--- config.mk ---
export PLATFORM = sky130hd
export DESIGN_NAME = dc_ipu_tc_gen
export DESIGN_NICKNAME = d
export VERILOG_FILES = /design/src/rtl/dc_ipu_tc_gen.sv
export SDC_FILE = /design/constraint.sdc
export NUM_CORES = 1
export LEC_CHECK = 0
export BUFFER_PORTS_ARGS = -buffer_cell sky130_fd_sc_hd__buf_2
export CAP_MARGIN = 10
export CORE_AREA = 2 2 84 167
export CTS_CLUSTER_DIAMETER = 200
export DETAILED_ROUTE_END_ITERATION = 12
export DIE_AREA = 0 0 86 169
export PLACE_DENSITY = 0.57
export SLEW_MARGIN = 20
export SYNTH_ARGS = -nofsm -noshare
export SYNTH_HDL_FRONTEND = slang
export SYNTH_SLANG_ARGS = --single-unit
--- constraint.sdc ---
create_clock -name clk -period 2.99 [get_ports clk]
set_input_delay 0.1495 -clock clk [delete_from_list [all_inputs] [get_ports clk]]
set_output_delay 0.1495 -clock clk [all_outputs]
set_load 0.1 [all_outputs]
--- src/rtl/dc_ipu_tc_gen.sv ---
// Horizontal texture-coordinate generator: DDA accumulator producing one
// fixed-point source x coordinate per output pixel, split into int/fract.
module dc_ipu_tc_gen #(
    parameter int TEX_SIZE_WIDTH   = 12,
    parameter int TEX_FRACT_WIDTH  = 8,
    parameter int OUT_SIZE_WIDTH   = 12,
    parameter int STEP_FRACT_WIDTH = 16
) (
    input  logic                                       clk,
    input  logic                                       reset,
    input  logic                                       ctl_start,
    input  logic                                       ctl_abort,
    input  logic [OUT_SIZE_WIDTH-1:0]                  ctl_out_width,
    input  logic [TEX_SIZE_WIDTH+STEP_FRACT_WIDTH-1:0] ctl_step,
    input  logic [TEX_SIZE_WIDTH+STEP_FRACT_WIDTH-1:0] ctl_offset,
    output logic                                       ctl_busy,
    output logic                                       ctl_done,
    output logic                                       tc_valid,
    input  logic                                       tc_ready,
    output logic [TEX_SIZE_WIDTH-1:0]                  tc_int,
    output logic [TEX_FRACT_WIDTH-1:0]                 tc_fract
);

    localparam int ACC_W = TEX_SIZE_WIDTH + STEP_FRACT_WIDTH;

    typedef enum logic [1:0] {
        IDLE = 2'd0,
        RUN  = 2'd1,
        DONE = 2'd2
    } state_t;

    state_t                    state_q, state_d;
    logic [ACC_W-1:0]          acc_q, acc_d;
    logic [ACC_W-1:0]          step_q, step_d;
    logic [OUT_SIZE_WIDTH-1:0] cnt_q, cnt_d;
    logic                      xfer;

    assign xfer = (state_q == RUN) && tc_ready;

    always_comb begin
        state_d = state_q;
        acc_d   = acc_q;
        step_d  = step_q;
        cnt_d   = cnt_q;
        // Start overrides everything, including a simultaneous abort or a line in flight.
        if (ctl_start) begin
            acc_d   = ctl_offset;
            step_d  = ctl_step;
            cnt_d   = ctl_out_width;
            state_d = (ctl_out_width == '0) ? DONE : RUN;
        end else begin
            unique case (state_q)
                IDLE: state_d = IDLE;
                RUN: begin
                    if (ctl_abort) begin
                        state_d = IDLE;
                    end else if (xfer) begin
                        acc_d = acc_q + step_q;
                        cnt_d = cnt_q - OUT_SIZE_WIDTH'(1);
                        if (cnt_q == OUT_SIZE_WIDTH'(1)) begin
                            state_d = DONE;
                        end
                    end
                end
                DONE:    state_d = IDLE;
                default: state_d = IDLE;
            endcase
        end
    end

    always_ff @(posedge clk) begin
        if (reset) begin
            state_q <= IDLE;
            acc_q   <= '0;
            step_q  <= '0;
            cnt_q   <= '0;
        end else begin
            state_q <= state_d;
            acc_q   <= acc_d;
            step_q  <= step_d;
            cnt_q   <= cnt_d;
        end
    end

    // All outputs are pure register decodes; no path from tc_ready.
    assign tc_valid = (state_q == RUN);
    assign ctl_busy = (state_q == RUN);
    assign ctl_done = (state_q == DONE);
    assign tc_int   = acc_q[ACC_W-1:STEP_FRACT_WIDTH];
    assign tc_fract = acc_q[STEP_FRACT_WIDTH-1:STEP_FRACT_WIDTH-TEX_FRACT_WIDTH];

endmodule

Word level (Yosys, flattened, before mapping)
Cells that the tools add are included.
{ "totals": {"inputBits": 73, "mem_bits_ro": 0, "n_memories": 0, "ff_bits": 70, "out_inout_bits": 23, "ram_bits": 0, "latchBits": 0, "word_cells": 32} }
{ "classes": {"eq_ne": 6, "addsub": 2, "shifts": 0, "n_bitwise": 0, "mux": 14, "mul": 0, "div": 0, "magnitude_cmp": 0, "reduce_logical": 6} }
{ "op_table": {"columns": ["op", "count"], "rows": [
  ["two-way mux 28 bit", 4],
  ["two-way mux 12 bit", 4],
  ["adder 28 bit", 1],
  ["equality test 12 x 1 -> 1 bit, second input constant", 1],
  ["logical NOT 12 bit", 1],
  ["two-way mux 2 bit", 6],
  ["subtractor 12 x 1 -> 12 bit, second input constant", 1],
  ["inequality test 4 x 3 -> 1 bit, second input constant", 2],
  ["nonzero test 2 bit", 2],
  ["AND reduction 3 bit", 1],
  ["equality test 2 x 1 -> 1 bit, second input constant", 1],
  ["equality test 2 bit, second input constant", 1],
  ["inequality test 2 bit, second input constant", 1],
  ["AND reduction 2 bit", 1],
  ["logical AND 1 bit", 1]
]} }

Depth between registers and ports, before layout
Gate-level depths: netlist (run 1).
{ "logic_depth": {"depth_word": 6, "mapped_depth": 11, "ltp_nobuf": 11} }

Least setup slack after synthesis (run 1)
No wires, ideal clock.
{ "synth_timing": {"path_kind": "flip-flop to flip-flop", "startpoint": "register acc_q[0]", "endpoint": "register acc_q[26]", "setup_time_ns": 0.135, "slack_ns": 0.509, "path_buffers": 0, "stages_incl_launch_ff": 12, "arrival_ns": 2.346, "required_time_ns": 2.855, "period_less_slack_ns": 2.481, "path_cell_list": "dfxtp_1 ha_1 inv_1 fa_1 and2b_1 o2111ai_1 a211oi_4 o31ai_4 nor4b_2 o22ai_2 xor2_1 o22ai_1"} }
{ "synth_via": {"elab_chain_cells": 5} }
{ "synth_rtl": {"columns": ["element", "line_no", "source"], "rows": [
  ["start: declaration", "33", "logic [ACC_W-1:0] acc_q, acc_d;"],
  ["start signal: assignment", "74", "acc_q <= '0;"],
  ["start signal: assignment", "79", "acc_q <= acc_d;"],
  ["adder 28 bit", "58", "acc_d = acc_q + step_q;"],
  ["two-way mux 28 bit", "57", "end else if (xfer) begin"],
  ["two-way mux 28 bit", "55", "if (ctl_abort) begin"],
  ["two-way mux 28 bit", "52", "unique case (state_q)"],
  ["two-way mux 28 bit", "46", "if (ctl_start) begin"]
]} }
No other way between the ends. The select of a mux whose other input is x is not followed.
A chain may end at the register's enable or synchronous reset.

Worst setup path after layout (run 1)
Ends and elaborated chain as after synthesis.

==> results of run 1 <==
[stage by stage]
stage / area [um^2] / std cells / total power [uW]
global placement: 4990 / 751 / 1675
CTS: 5329 / 767 / 2913
floorplan: 4547 / 546 / 1557
detailed placement: 4990 / 751 / 1681
finish: 5335 / 767 / 2883
global route: 5335 / 767 / 3024
[tightest hold or removal path, cell delays in order]
cell and delay, ns:
buf_2 0.08, mux2i_1 0.05, nor2_1 0.07
[cell type report]
| type | instances | area [um^2] | share of cell area [%] |
|---|---|---|---|
| clock buffer | 10 | 229.0 | 4.292 |
| clock inverter | 6 | 110.1 | 2.064 |
| timing repair buffer | 102 | 530.5 | 9.944 |
| tap | 155 | 193.9 | 3.635 |
| sequential | 70 | 1401 | 26.27 |
| multi-input combinational | 415 | 2836 | 53.17 |
| inverter | 9 | 33.78 | 0.6332 |
[layout by cell type (no fill, tap or decap), drive strengths merged, types with 17 or more instances in the layout]
cell type / n
xor2: 18
o21ai: 25
ha: 29
nor2: 81
a21oi: 50
dfxtp: 70
buf: 102
mux2i: 31
xnor2: 17
nand2: 42
[sequential cells by signal, summed over array words and instances, names as in the netlist]
name / flops
step_q: 28
acc_q: 28
state_q: 2
cnt_q: 12
[path summary, 6_finish.rpt]
kind	startpoint	end	slack, ns
max	acc_q[0]$_SDFFE_PP0P_	acc_q[26]$_SDFFE_PP0P_	0.28
min	ctl_step[27]	step_q[27]$_SDFFE_PP0P_	0.04
max reg2reg	acc_q[0]$_SDFFE_PP0P_	acc_q[26]$_SDFFE_PP0P_	0.28
min reg2reg	acc_q[10]$_SDFFE_PP0P_	acc_q[10]$_SDFFE_PP0P_	0.49
[per-layer routing]
layer	part of all wire, %	up-vias
li1	-	2058
met1	48	1816
met2	45	100
met3	5.5	14
met4	1.7	0
met5	0	-
[cells by family after synthesis]
| logic type | after synthesis | synth area share, % |
|---|---|---|
| AO/OA/AOI/OAI | 139 | 21.74 |
| XOR/XNOR | 35 | 6.742 |
| adder cells (fa/ha/maj) | 30 | 8.421 |
| buffers and inverters | 61 | 6.934 |
| flip-flops | 70 | 30.82 |
| multiplexers | 32 | 7.072 |
| AND/OR/NAND/NOR | 179 | 18.27 |
[report_power, final]
| part | leakage, uW | internal (uW) | total (uW) | switching, uW |
|---|---|---|---|---|
| Combinational | 0.00171 | 213 | 623 | 409 |
| Sequential | 0.000579 | 993 | 1040 | 44.3 |
| Clock | 0.000159 | 813 | 1220 | 410 |
[what timing repair did]
item	in CTS	in global routing
gates resized for setup	0	1
endpoints found under the setup margin	0	1
endpoints found under the hold margin	0	0
==> flow_metrics.tcl, run 1 <==
set metrics [dict create \
    grt_overflow 0 \
    wl_um 11430 \
    grt_pass1_wl_um 19460 \
    drtPass1Iterations 4 \
    diodes 0 \
    finalHoldViolCount 0 \
    pre_cts_ws_ns 0.2053 \
    critPathMaxStageDelay_ns 0.37 \
    netlist_instances 546 \
    busiest_layer "met2" \
    dpl.hpwl_um 8513 \
    cp-start-kind "register" \
    cts.path.max_buffers 2 \
    tns_ns 0 \
    die-area_um2 14530 \
    root_buffer "clkbuf_16" \
    die_y_um 169 \
    max_cap_violations 0 \
    place_congestion 0.8210 \
    cp_max_fo 4 \
    die_w_um 86 \
    area_delta_synth_final_pct 17.34 \
    portBuffers 95 \
    cpMaxStageDelayCell "fa_1" \
    use_met3_pct 4.534 \
    rows 60 \
    crit_required_ns 3.19 \
    postCtsSetupBuffers 0 \
    synth-async-reset-ratio_pct 0 \
    cp_num_buf_inv 1 \
    hold_class "in2reg" \
    yosysTopAreaCell "dfxtp_1" \
    clock_sinks 70 \
    setup_violations 0 \
    avgViaCountPerCell 5.199 \
    ant_nets 0 \
    ys.flop_type "dfxtp_1" \
    initial_core_util_pct 34.22 \
    yosysSeqAreaShare_pct 30.82 \
    synth_warnings 0 \
    tightest_slew_ns 0.7728 \
    endpoint_kind "register" \
    drv_slew 0 \
    track_usage_pct 16.68 \
    path_depth 11 \
    skew_ns 0.008510 \
    drtIter0Drc 122 \
    grt_util_met2_pct 25.38 \
    antenna_found_initial 0 \
    grt_pass1_vias 3951 \
    routedWlPerCell_um 14.90 \
    synth.ff_latch_count 70 \
    h-tree-depth 3 \
    path_clk_slew_ns 0.06 \
    status "complete, no violations" \
    synth_edf_count 0 \
    synth_area_um2 4547 \
    syn_nets 649 \
    synth_top_area_share_pct 30.82 \
    reg2reg_depth 11 \
    clock_latency_ns 0.34 \
    layout_setup_ws_ns 0.2834 \
    fmax_mhz 369.5 \
    p_leak_uw 0.002449 \
    vias 3988 \
    whs_ns 0.03952 \
    slew_headroom_pct 48.48 \
    path_class "reg2reg" \
    grt_max_degree 71 \
    path_cells "ha_1 -> inv_1 -> fa_1 -> and2b_1 -> o2111ai_2 -> a211oi_4 -> o31ai_4 -> nor4b_2 -> o22ai_2 -> xor2_1 -> o22ai_1" \
    synth_cell_type_count 68 \
    synth.area.top_cells "dfxtp_1 (31%), ha_1 (8.0%), mux2i_1 (6.8%)" \
    core_um2 13290 \
    crit_family "compound AO/OA/AOI/OAI gates" \
    cts_tree "built" \
    fin_crit_sh_pct 90.52 \
    fin_crit_ns 2.707 \
    ios 96 \
    synth_common_cells "nor2_1 (81), dfxtp_1 (70), a21oi_1 (46)" \
    numCtsBuffers 9 \
    drc_errors 0 \
    fin_util_pct 40.15 \
    hold_depth 3 \
    fillCellCount 1373 \
    fin_nets 710 \
    vdd_drop_max_mv 0.3389 \
    layout-drive-gt1-share_pct 23.37 \
    power_density_nw_per_um2 540.3 \
    grt_setup_unrepaired "no" \
    avgSynthCellArea_um2 8.328 \
    synth_most_common_cell "nor2_1" \
    crit_arrival_ns 2.90 \
    grtUsageMet1_pct 22.74 \
    cts_hold_repair.buffers 0 \
]
Note: power is estimated with default switching activity, not from simulation.
==> run 2, diff against run 1 <==
GPL_TIMING_DRIVEN = 0   (was default)
==> flow_metrics.tcl, run 2 (synthesis gave the netlist of run 1 again) <==
set metrics [dict create \
    pre_cts_ws_ns 0.1697 \
    clock_sinks 70 \
    drv_slew 0 \
    initial_core_util_pct 34.22 \
    busiest_layer "met2" \
    drtPass1Iterations 4 \
    clock_latency_ns 0.34 \
    h-tree-depth 3 \
    dp_cells 795 \
    finalHoldViolCount 0 \
    path_class "reg2reg" \
    vias 4178 \
    crit_arrival_ns 2.92 \
    tightest_slew_ns 0.9146 \
    fin_crit_ns 2.727 \
    cts.path.max_buffers 2 \
    fin_nets 754 \
    root_buffer "clkbuf_16" \
    cpMaxStageDelayCell "fa_1" \
    cts_hold_repair.buffers 0 \
    layout-drive-gt1-share_pct 24.24 \
    final_common_cell "buf_2" \
    p_int_uw 1919 \
    p_leak_uw 0.002559 \
    status "complete, no violations" \
    setup_violations 0 \
    fmax_mhz 366.6 \
    grt_overflow 0 \
    avgViaCountPerCell 5.152 \
    path_cells "ha_1 -> inv_1 -> fa_1 -> and2b_1 -> o2111ai_2 -> a211oi_4 -> o31ai_4 -> nor4b_2 -> o22ai_2 -> xor2_1 -> o22ai_1" \
    place_congestion 0.8531 \
    cp-start-kind "register" \
    die_w_um 86 \
    max_cap_violations 0 \
    clkPwrFrac_pct 39.2 \
    postCtsSetupBuffers 0 \
    core_um2 13290 \
    fillCellCount 1372 \
    cp_max_fo 4 \
    hold_end "step_q[23]$_SDFFE_PP0P_" \
    antenna_found_initial 0 \
    hold_class "in2reg" \
    final_cells 811 \
    skew_ns 0.005882 \
    layout_setup_ws_ns 0.2625 \
    biggestRegsByFlops "acc_q: 28 flops, step_q: 28 flops, cnt_q: 12 flops" \
    fin_crit_sh_pct 91.22 \
    ff2ff_setup_slack_ns 0.26 \
    track_usage_pct 18.63 \
    timing.rr.end "acc_q[26]$_SDFFE_PP0P_" \
    crit_required_ns 3.19 \
    routedWlPerCell_um 16.15 \
    drtIter0Drc 226 \
    grt_pass1_wl_um 21170 \
    endpoint_kind "register" \
    cts_resized 0 \
    switchingPower_uw 885.9 \
    path_clk_slew_ns 0.06 \
    reg2reg_depth 11 \
    numCtsBuffers 9 \
    slew_headroom_pct 39.02 \
    use_met3_pct 3.559 \
    final_cell_mix "buf_2 (97), nor2_1 (81), dfxtp_1 (70)" \
    wl_um 13100 \
    ios 96 \
    ant_nets 0 \
    area_delta_synth_final_pct 21.41 \
    critPathMaxStageDelay_ns 0.38 \
    tns_ns 0 \
    diodes 0 \
    r2r_start "step_q[0]$_SDFFE_PP0P_" \
    dpl.hpwl_um 9929 \
    rows 60 \
    grt_setup_unrepaired "no" \
    crit_family "compound AO/OA/AOI/OAI gates" \
    die-area_um2 14530 \
    grt_max_degree 12 \
    cts_tree "built" \
    pwr-share-comb_pct 23.8 \
    hold_depth 3 \
    drc_errors 0 \
    vdd_drop_max_mv 0.2773 \
    grt_pass1_vias 4129 \
    fin_util_pct 41.54 \
    seqPwrFrac_pct 37.0 \
    cp_num_buf_inv 1 \
    grt_util_met2_pct 30.37 \
    portBuffers 94 \
    swShare_pct 31.58 \
    whs_ns 0.04180 \
    die_y_um 169 \
    min_from "ctl_step[23]" \
    grtUsageMet1_pct 24.46 \
    power_density_nw_per_um2 508.2 \
]
run 2: changes by cell type in the layout (fill, tap and decap cells not counted):
cell,delta
bufinv_16,-2
buf_4,+14
clkbuf_1,+25
clkinvlp_4,-1
buf_2,+3
clkbuf_8,+2
buf_1,+3
run 2: layer usage:
layer / wire length (um) / up-vias
met1: 5953 / 1914
met4: 207 / 0
met2: 6207 / 115
met5: 0 / -
met3: 730 / 13
li1: - / 2136
run 2: layout make-up:
type                    instances  area, um^2  share of cell area [%]
flip-flops and latches         70        1401                   25.39
plain buffers                  52       281.5                   5.100
multi-input cells             415        2836                   51.38
well taps                     155       193.9                   3.513
repair buffers                 94       470.5                   8.522
clock buffers                  13       260.3                   4.714
clock inverters                 3       42.54                  0.7706
inverters                       9       33.78                  0.6120
run 2: power groups by stage:
stage	registers, uW	clock network (uW)	logic [uW]
6_report	1040	1100	666
5_1_grt	1050	1150	730
4_1_cts	1040	1120	667
3_5_place_dp	1060	0	664
3_3_place_gp	1060	0	659
2_1_floorplan	1040	0	513
run 2: worst max path at each step:
| stage | from | to | slack, ns | depth (start not counted) |
|---|---|---|---|---|
| floorplan | acc_q[0]$_SDFFE_PP0P_ | acc_q[26]$_SDFFE_PP0P_ | 0.51 | 11 |
| global placement | step_q[0]$_SDFFE_PP0P_ | acc_q[26]$_SDFFE_PP0P_ | 0.19 | 11 |
| detailed placement | step_q[0]$_SDFFE_PP0P_ | acc_q[26]$_SDFFE_PP0P_ | 0.17 | 11 |
| CTS | step_q[0]$_SDFFE_PP0P_ | acc_q[26]$_SDFFE_PP0P_ | 0.11 | 11 |
| global route | step_q[0]$_SDFFE_PP0P_ | acc_q[26]$_SDFFE_PP0P_ | 0.01 | 11 |
| finish | step_q[0]$_SDFFE_PP0P_ | acc_q[26]$_SDFFE_PP0P_ | 0.26 | 11 |
run 2: through the flow:
| step | instance area, um^2 | total power [uW] |
|---|---|---|
| after detailed placement | 5211 | 1724 |
| final | 5520 | 2805 |
| after global placement | 5211 | 1718 |
| after CTS | 5514 | 2831 |
| after global routing | 5520 | 2932 |
| after floorplan | 4547 | 1557 |
run 2: worst min-delay path, stage by stage:
cell	delay [ns]
buf_2	0.07
mux2i_1	0.05
nor2_1	0.07
